### config.mk
export PLATFORM = sky130hd
export DESIGN_NAME = niosii_system_sysid_checker_timer
export DESIGN_NICKNAME = d
export VERILOG_FILES = /design/src/rtl/niosii_system_sysid_checker_pkg.sv /design/src/rtl/niosii_system_sysid_checker_timer.sv
export SDC_FILE = /design/constraint.sdc
export NUM_CORES = 1
export LEC_CHECK = 0
export CAP_MARGIN = 5
export CORE_MARGIN = 5
export CORE_UTILIZATION = 25
export DETAILED_ROUTE_END_ITERATION = 7
export GPL_TIMING_DRIVEN = 0
export PLACE_DENSITY_LB_ADDON = 0.25
export SYNTH_ARGS = -nofsm -noshare
export SYNTH_HDL_FRONTEND = slang
export SYNTH_SLANG_ARGS = --single-unit
### constraint.sdc
create_clock -name clock -period 4.9 [get_ports clock]
set_input_delay 0.49 -clock clock [delete_from_list [all_inputs] [get_ports clock]]
set_output_delay 0.49 -clock clock [all_outputs]
set_load 0.03 [all_outputs]
### src/rtl/niosii_system_sysid_checker_pkg.sv
// -----------------------------------------------------------------------------
// sysid_checker_pkg
//   Shared definitions for the Nios II system-ID checker: the FSM state
//   encoding, the Avalon-MM word offsets of the sysid slave and the width of
//   the per-read stall counter.
// -----------------------------------------------------------------------------
package sysid_checker_pkg;

    typedef enum logic [1:0] {
        IDLE  = 2'd0,
        RD_ID = 2'd1,
        RD_TS = 2'd2,
        DONE  = 2'd3
    } state_t;

    // Word offsets inside the sysid slave.
    localparam logic ADDR_ID = 1'b0;
    localparam logic ADDR_TS = 1'b1;

    // Stall counter width; covers TIMEOUT_CYCLES up to 65535.
    localparam int STALL_W = 16;

endpackage

### src/rtl/niosii_system_sysid_checker_timer.sv
// -----------------------------------------------------------------------------
// niosii_system_sysid_checker_timer
//   Saturating stall counter for one Avalon-MM read.
//   Ports:
//     clock, reset_n : rising-edge clock, asynchronous active-low reset
//     clear          : synchronous clear (wins over enable)
//     enable         : count this cycle (slave is stalling)
//     limit          : number of stalled cycles allowed per read (>= 1)
//     expired        : this stalled cycle is the limit-th consecutive one
// -----------------------------------------------------------------------------
module niosii_system_sysid_checker_timer
    import sysid_checker_pkg::*;
(
    input  logic               clock,
    input  logic               reset_n,
    input  logic               clear,
    input  logic               enable,
    input  logic [STALL_W-1:0] limit,
    output logic               expired
);

    logic [STALL_W-1:0] count;

    // NOTE: state registers use non-blocking assignments so every flop samples
    // pre-edge values, independent of process evaluation order.
    always_ff @(posedge clock or negedge reset_n) begin
        if (!reset_n) begin
            count <= '0;
        end else if (clear) begin
            count <= '0;
        end else if (enable && (count != '1)) begin
            // Saturates at all-ones instead of wrapping.
            count <= count + 1'b1;
        end
    end

    // count holds the stalls already seen, so the current stall is number
    // count+1; flag it when that reaches the limit.
    assign expired = enable && (count >= (limit - 1'b1));

endmodule

* Word level (Yosys, flattened, before mapping)
Cells that the tools add are included.
** Cells by class
- Add/sub/neg operators :: 2
- Order comparisons :: 1
- Eq/ne operators :: 1
- Multiplexer cells :: 2
- Reductions and logical operators :: 3
** Operators by type and width (number)
- two-way mux 16 bit :: 2
- adder 16 x 1 -> 16 bit (second input constant) :: 1
- >= comparator 16 bit :: 1
- inequality test 16 bit (second input constant) :: 1
- subtractor 16 x 1 -> 16 bit (second input constant) :: 1
- logical AND 1 bit :: 2
- nonzero test 2 bit :: 1
** Word-level totals
- Register bits after elaboration :: 16
- Bits of input ports :: 20
- Output and inout port bits :: 1
- Logic and storage cells :: 10

* Depth between registers and ports, before layout
Gate-level depths: netlist of run 1.
- Word-level depth :: 4
- Mapped depth :: 11
- Gate-level depth less buffers :: 11

* Least setup slack after synthesis of run 1
Ideal clock, no wire load.
- Kind :: in2out
- Start :: in limit[5]
- End :: out expired
- Arrival :: 3.009 ns
- Required time :: 4.410 ns
- Setup slack :: 1.401 ns
- Cell stages on the path :: 9
- Buffers on the path :: 0
- Cell sequence :: nor4_2 -> nand2_1 -> or4_4 -> xor2_1 -> ha_1 -> nand2_1 -> o21ai_0 -> nor3_1 -> o32ai_1
** On the way
- Cells in the longest elaborated chain, start to end :: 3
** Ends and longest elaborated chain
- from (decl) :: RTL line niosii_system_sysid_checker_timer.sv:18 : input logic [STALL_W-1:0] limit,
- subtractor 16 x 1 -> 16 bit :: RTL line niosii_system_sysid_checker_timer.sv:39 : assign expired = enable && (count >= (limit - 1'b1));
- >= comparator 16 bit :: RTL line niosii_system_sysid_checker_timer.sv:39
- logical AND 1 bit :: RTL line niosii_system_sysid_checker_timer.sv:39
- to (decl) :: RTL line niosii_system_sysid_checker_timer.sv:19 : output logic expired
Every way passes these cells.

* Worst setup path in the final report of run 1
Same ends and word-level chain as after synthesis.

==> run metrics, run 1 <==
status finished clean; DRC 0; layout cell share with drive strength beyond 1 5.76%; initial antenna violation count 0; FMAX 0.230 GHz; crit-path max cell delay 730 ps; first-pass GRT wire length 5560 um; Worst Skew 0.891 ps; Critical path origin limit[5]; final net count 231; Critical Path RT 4410 ps; RSZ-0062 raised after global routing false; Setup Buffers After CTS 0; worst reg2reg path startpoint count[9]; clock-pin slew on the worst setup and hold paths 60 ps; Largest register FFs 16; critical path's top delay family buffers and inverters; number of port buffers 19; Final ANT Viol Nets 0; max-capacitance violation count 0; CTS root buffer clkbuf_8; clk_lat worst skew 250 ps; Largest regs count: 16 flops; HP Class input port to flop; Vias/cell 4.60; post-synth net total 207; worst r2r path cells 6; number of synthesized flops with an enable pin 0; P per Cell Area 160 mW/mm^2; crit-path cells clkdlybuf4s50_1 -> nor4_2 -> nand2_1 -> or4_4 -> xor2_1 -> ha_1 -> nand2_1 -> o21ai_0 -> nor3_1 -> o32ai_1 -> clkdlybuf4s50_1; CTS tree yes; routed len/inst 12.4 um; Layout area overhead 22.0%; Worst Path Max Fanout 3; measured slew at the worst slew-check pin 712 ps; fin. max-slew vios 0; category of the most critical setup path input port to output pin; CP Capture Type output pin; Synth top area share 27.0%; Critical R2R Capture count[3]; Critical Path AT 3860 ps; Avg Cell Area, Syn 8.77 um^2; end of the critical path expired; Sequential Area 400 um^2; final wirelength 3290 um; asr flop ratio synth 100%; Iter 0 DRT Violations 32; static leakage power 0.000685 uW; multi-input logic area 0.00104 mm^2; vias in the first global route 1,251; Pre-Repair DR Iteration Count 4; Mapped Area 0.00148 mm^2; Antenna diodes 0; flop-to-flop setup slack 3070 ps; hold-fix buffers at CTS 0; Num CTS Buffers 3; FP Rows 28; number of fill cells 606; Buf/Inv on CP 2; Die ar. 0.00757 mm^2; pin count of the biggest net entering global routing 17; Longest Clk Path Bufs 2; Max H-tree Level 1; post-synthesis sequential area ratio 27.0%; Initial Utilization 25.3%; grt ovf 0; Final Setup Violations 0; Final Cycle Share 88.8%; PostCTS Resize Cnt 0; CP Depth 11; clock sinks 16; Synth area leaders dfrtp_1, ha_1, xnor2_1; Die Width 87.0 um; Die Ht 87.0 um; #FFs+latches synth 16; WHS 570 ps; prevailing post-synth register cell dfrtp_1; Syn Inst Count 169; setup_tns 0 ps; Cell variety after synth 35; vias post-DR 1,223; CP max stage cell clkdlybuf4s50_1; HPWL reported at the end of detailed placement 2640 um; worst rel slew slack 52.4%; Ports 21; Synth warnings 0; top cells by count, synth nor2_1, xnor2_1, ha_1; VDD IR max 85.7 uV; crit path time final 4350 ps; area leader, netlist dfrtp_1; CP Launch Type input port; Final Hold Viols 0; gpl congestion 0.758; GRT Total Usage 9.16%; core area 0.00585 mm^2; Reg with most FFs count
kinds of logic (layout without fill, tap and decap cells):
kind of cell / count (synthesis) / after routing / synth area share, %
XOR/XNOR: 29 / 29 / 17.1
AO/OA/AOI/OAI: 22 / 22 / 9.80
buffers and inverters: 10 / 32 / 3.04
multiplexers: 1 / 1 / 0.676
AND/OR/NAND/NOR: 73 / 73 / 27.1
adder cells (fa/ha/maj): 18 / 18 / 15.2
flip-flops: 16 / 16 / 27.0
worst min-delay path by stage:
stage          cells past startpoint  slack, ps        end  startpoint
6_report                           2        570  count[15]       clear
5_1_grt                            2        580  count[15]       clear
4_1_cts                            2        580   count[4]       clear
3_5_place_dp                       2        590  count[14]   count[14]
3_3_place_gp                       2        600  count[14]   count[14]
2_1_floorplan                      0        190   count[0]     reset_n
worst register-to-register path: stages (launching register included):
cell and delay, ps:
dfrtp_1 490, nand4_1 180, nor2_1 180, buf_1 410
a311oi_1 200, xnor2_1 190, nor2_1 60
power by group:
group | internal, uW | switching [uW] | leakage, uW
sequential | 134 | 2.87 | 0.000222
clock | 54.5 | 44.0 | 0.0000216
combinational | 27.1 | 26.0 | 0.000441
layout by cell type, fill, tap and decap left out, types with 5 or more instances in the layout:
master,n
ha_1,18
nor3_1,6
clkdlybuf4s50_1,19
dfrtp_1,16
xor2_1,5
a21oi_1,6
nand3_1,7
nor2_1,24
nand2_1,12
inv_1,6
xnor2_1,24
area by class of cell:
class / instances / share of cell area (%)
Clock buffer: 3 / 2.29
Sequential cell: 16 / 22.2
Inverter: 6 / 1.25
Buffer: 4 / 1.25
Timing Repair Buffer: 19 / 10.5
Tap cell: 75 / 5.19
Multi-Input combinational cell: 143 / 57.3
per-layer routing:
layer	global-route usage (%)	share of wire, %	wire, um	vias to the layer above
met4	3.26	1.4	46	0
met3	1.70	4.3	140	5
met2	14.1	42	1370	19
met5	0	0	0	-
met1	12.7	53	1730	541
li1	-	-	-	658
metrics by stage:
| stage | area (um^2) | total power (uW) | utilization (%) | setup slack, ps | std cells |
|---|---|---|---|---|---|
| 2_1_floorplan | 1480 | 163 | - | 1400 | 169 |
| 3_3_place_gp | 1770 | 192 | 30.2 | 502 | 263 |
| 3_5_place_dp | 1770 | 192 | 30.2 | 494 | 263 |
| 4_1_cts | 1810 | 293 | 30.9 | 492 | 266 |
| 5_1_grt | 1810 | 305 | 30.9 | 246 | 266 |
| 6_report | 1810 | 288 | 30.9 | 550 | 266 |
(Power assumes the default switching activity.)
==> run 2, diff against run 1 <==
- CORE_MARGIN: 5 -> 2
- CORE_UTILIZATION: 25 -> 40
==> run 2 against run 1 <==
Compared with the run above: setup slack got worse by 59 ps; largest cell class unchanged; global-route usage increased by 7.3 points; non-clock buffer count unchanged; sequential power about the same; critical path depth unchanged; largest power group unchanged; sequential cell count did not move.
==> run metrics, run 2 (synthesis results as in run 1) <==
Die Ht 64.9 um (-25%); gpl congestion 0.907 (+20%); CP max stage cell clkdlybuf4s50_1; Reg with most FFs count; VDD IR max 88.2 uV (+3.0%); CTS root buffer clkbuf_8; core area 0.00361 mm^2 (-38%); final worst-path setup slack 491 ps (-58.7 ps); FP Rows 22 (-21%); critical path's top delay family buffers and inverters; Antenna diodes 0 (unchanged); Sequential Area 400 um^2 (unchanged); initial antenna violation count 0 (unchanged); crit-path max cell delay 730 ps (about the same); Largest register FFs 16 (unchanged); P per Cell Area 174 mW/mm^2 (+8.9%); Critical Path AT 3920 ps (+60 ps); grt ovf 0 (unchanged); measured slew at the worst slew-check pin 747 ps (+34.9 ps); Num CTS Buffers 3 (unchanged); setup_tns 0 ps (unchanged); Final Setup Violations 0 (unchanged); clock sinks 16 (unchanged); max-capacitance violation count 0 (unchanged); fin. max-slew vios 0 (unchanged); pin count of the biggest net entering global routing 17 (unchanged); Critical Path RT 4410 ps (about the same); crit-path cells clkdlybuf4s50_1 -> nor4_2 -> nand2_1 -> or4_4 -> xor2_1 -> ha_1 -> nand2_1 -> o21ai_0 -> nor3_1 -> o32ai_1 -> clkdlybuf4s50_1; CP Launch Type input port; layout cell share with drive strength beyond 1 6.25% (+0.49 points); static leakage power 0.000692 uW (+1.1%); Worst Skew 3.99 ps (+3.10 ps); final net count 231 (unchanged); Final Hold Viols 0 (unchanged); Final ANT Viol Nets 0 (unchanged); CP Capture Type output pin; routed len/inst 13.7 um (+10%); number of port buffers 19 (unchanged); crit path time final 4410 ps (+58.7 ps); Largest regs count: 16 flops; Die Width 64.9 um (-25%); Vias/cell 5.50 (+20%); number of fill cells 348 (-43%); Worst Path Max Fanout 3 (unchanged); Die ar. 0.00421 mm^2 (-44%); vias post-DR 1,319 (+7.8%); vias in the first global route 1,300 (+3.9%); Final Cycle Share 90.0% (+1.2 points); clk_lat worst skew 250 ps (about the same); DRC 0 (unchanged); first-pass GRT wire length 5490 um (-1.4%); Final Non-Filler Cells 240 (-9.8%); Setup Buffers After CTS 0 (unchanged); FMAX 0.227 GHz (-1.3%); status finished clean; Ports 21 (unchanged); Buf/Inv on CP 2 (unchanged); hold-fix buffers at CTS 0 (unchanged); Iter 0 DRT Violations 25 (-22%); PostCTS Resize Cnt 0 (unchanged); Placed Instances 236 (-10%); Initial Utilization 41.1% (+16 points); Layout area overhead 20.6%; HPWL reported at the end of detailed placement 2540 um (-3.6%); Placement Setup Slack 499 ps (+4.62 ps); post-layout util 49.5% (+19 points); Pre-Repair DR Iteration Count 5 (+1); final wirelength 3280 um (-0.30%); clock-pin slew on the worst setup and hold paths 70 ps (about the same); Max H-tree Level 1 (unchanged); GRT Total Usage 16.5% (+7.3 points); Longest Clk Path Bufs 2 (unchanged); HP Class input port to flop; commonest non-fill, non-tap cells in the layout nor2_1, xnor2_1, clkdlybuf4s50_1; category of the most critical setup path input port to output pin; RSZ-0062 raised after global routing false; multi-input logic area 0.00104 mm^2 (unchanged); CTS tree yes; worst rel slew slack 50.1% (-2.3 points)
[run 2: final cells by class]
| cell class | instances | share of cell area (%) |
|---|---|---|
| sequential | 16 | 22.4 |
| inverter | 6 | 1.26 |
| tap | 48 | 3.36 |
| multi-input combinational | 143 | 58.0 |
| buffer | 4 | 1.26 |
| timing repair buffer | 19 | 10.6 |
| clock buffer | 4 | 3.08 |
[run 2: stage by stage]
stage,total power (uW),area (um^2),hold slack [ps]
2_1_floorplan,163,1480,194
3_3_place_gp,190,1730,591
3_5_place_dp,193,1730,595
4_1_cts,312,1790,566
5_1_grt,325,1790,597
6_report,310,1790,558
[run 2: path summary, 6_finish.rpt]
kind                            startpoint         to  slack, ps  cells past startpoint
worst max-delay path              limit[4]    expired        490                     11
worst min-delay path                 clear  count[15]        560                      2
worst max register to register    count[9]   count[3]       3110                      6
worst min register to register    count[7]   count[7]        600                      2
max in group asynchronous          reset_n   count[4]       3750                      1
min in group asynchronous          reset_n  count[10]        680                      1
[run 2: metal layers]
layer	GRT usage, %	part of all wire, %	vias to the layer above	wire length [um]
met1	21.5	47	627	1550
met2	28.5	49	31	1590
met4	4.79	0.70	0	23
li1	-	-	657	-
met3	2.08	3.7	4	120
met5	0	0	-	0
[run 2: power breakdown]
| group | total (uW) | internal (uW) | leakage [uW] | switching [uW] |
|---|---|---|---|---|
| logic | 54.2 | 27.4 | 0.000441 | 26.8 |
| clock network | 120 | 71.3 | 0.0000288 | 48.3 |
| registers | 137 | 134 | 0.000222 | 2.79 |
==> run 3, diff against run 2 <==
- CORE_MARGIN: 2 -> unset
==> run 3 against run 2 <==
Compared with the run above: global-route usage rose by 1.1 points; non-clock buffer count is the same; first-iteration DRC count grew 48%; highest routed layer unchanged.
==> run metrics, run 3 (synthesis results as in run 1) <==
HP Class input port to flop; routed len/inst 13.5 um (-1.4%); status finished clean; critical path's top delay family buffers and inverters; number of fill cells 318 (-8.6%); Initial Utilization 43.0% (+2.0 points); Antenna diodes 0 (unchanged); Die Ht 62.9 um (-3.1%); Worst Hold Depth 2 (unchanged); PostCTS Resize Cnt 0 (unchanged); clock sinks 16 (unchanged); final net count 231 (unchanged); Buf/Inv on CP 2 (unchanged); Num CTS Buffers 3 (unchanged); CTS root buffer clkbuf_8; Final Cycle Share 88.6% (-1.4 points); CTS tree yes; Die ar. 0.00395 mm^2 (-6.1%); Vias/cell 5.39 (-1.9%); worst hold start clear; worst r2r path cells 6 (unchanged); Worst Path Max Fanout 3 (unchanged); Largest register FFs 16 (unchanged); Setup Buffers After CTS 0 (unchanged); HPWL reported at the end of detailed placement 2490 um (-2.2%); fin. max-slew vios 0 (unchanged); Largest regs count: 16 flops; setup_tns 0 ps (unchanged); Layout area overhead 19.5%; Critical R2R Capture count[3]; Reg with most FFs count; worst reg2reg path startpoint count[9]; Longest Clk Path Bufs 2 (unchanged); measured slew at the worst slew-check pin 706 ps (-41.1 ps); vias post-DR 1,278 (-3.1%); FMAX 0.230 GHz (+1.6%); CP Capture Type output pin; Final Setup Violations 0 (unchanged); gpl congestion 0.894 (-1.4%); hold-fix buffers at CTS 0 (unchanged); core area 0.00344 mm^2 (-4.5%); GRT Total Usage 17.6% (+1.1 points); Ports 21 (unchanged); commonest non-fill, non-tap cells in the layout nor2_1, xnor2_1, clkdlybuf4s50_1; number of port buffers 19 (unchanged); RSZ-0062 raised after global routing false; VDD IR max 89.7 uV (+1.6%); DRC 0 (unchanged); first-pass GRT wire length 5600 um (+2.0%); clock-pin slew on the worst setup and hold paths 60 ps (about the same); CP max stage cell clkdlybuf4s50_1; worst rel slew slack 52.8% (+2.7 points); Max H-tree Level 1 (unchanged); Final ANT Viol Nets 0 (unchanged); vias in the first global route 1,269 (-2.4%); crit-path cells clkdlybuf4s50_1 -> nor4_2 -> nand2_1 -> or4_4 -> xor2_1 -> ha_1 -> nand2_1 -> o21ai_0 -> nor3_1 -> o32ai_1 -> clkdlybuf4s50_1; Iter 0 DRT Violations 37 (+48%); WHS 571 ps (+12.8 ps); Critical Path AT 3850 ps (-70 ps); category of the most critical setup path input port to output pin; post-layout util 51.4% (+1.9 points); FP Rows 21 (-4.5%); crit path time final 4340 ps (-68.0 ps); Critical Path RT 4410 ps (about the same); Die Width 62.9 um (-3.1%); Pre-Repair DR Iteration Count 4 (-1); static leakage power 0.000685 uW (-1.0%); final wirelength 3200 um (-2.7%); flop-to-flop setup slack 3070 ps (-40 ps); Final Hold Viols 0 (unchanged); WHS Endpoint count[15]; CP Launch Type input port; Worst Skew 1.94 ps (-2.05 ps); P per Cell Area 162 mW/mm^2 (-7.0%); pin count of the biggest net entering global routing 17 (unchanged); grt ovf 0 (unchanged); crit-path max cell delay 720 ps (about the same); clk_lat worst skew 240 ps (about the same); initial antenna violation count 0 (unchanged); Critical path origin limit[4]; max-capacitance violation count 0 (unchanged); layout cell share with drive strength beyond 1 5.76% (-0.49 points)
[run 3: power breakdown]
group	total, uW	switching (uW)	internal, uW
Combinational	53.7	26.5	27.2
Clock	95.8	41.5	54.4
Sequential	137	2.64	134
[run 3: final cells by class]
| cell class | count | area (um^2) | area share (%) |
|---|---|---|---|
| inverters | 6 | 22.5 | 1.27 |
| clock buffers | 3 | 41.3 | 2.33 |
| flip-flops and latches | 16 | 400 | 22.6 |
| well taps | 46 | 57.6 | 3.25 |
| plain buffers | 4 | 22.5 | 1.27 |
| multi-input cells | 143 | 1040 | 58.5 |
| repair buffers | 19 | 190 | 10.7 |
[run 3: worst max-delay path by stage]
stage | to | depth (start not counted)
3_5_place_dp | expired | 11
5_1_grt | expired | 11
4_1_cts | expired | 12
2_1_floorplan | expired | 9
3_3_place_gp | expired | 11
6_report | expired | 11
[run 3: routing by layer]
layer | global-route usage [%] | wire, um | up-vias | share of wire [%]
li1 | - | - | 659 | -
met1 | 22.5 | 1560 | 594 | 49
met2 | 30.3 | 1530 | 23 | 48
met3 | 2.19 | 89 | 2 | 2.8
met4 | 5.81 | 16 | 0 | 0.50
met5 | 0 | 0 | - | 0
[run 3: worst register-to-register path: cells and delay by family, from the launching register on]
family	cells	cell delay (ps)
AOI/OAI and AO/OA	1	210
xor gates and xnor gates	1	180
buffers and inverters	1	400
DFF	1	480
and+or+nand+nor	3	430
[run 3: per-stage QoR]
step / worst slack, ps / area [um^2] / std cells / power, uW
after floorplan: 1400 / 1480 / 169 / 163
after global placement: 625 / 1730 / 234 / 191
after detailed placement: 560 / 1730 / 234 / 192
after CTS: 548 / 1770 / 237 / 289
after global routing: 424 / 1770 / 237 / 301
final: 559 / 1770 / 237 / 286
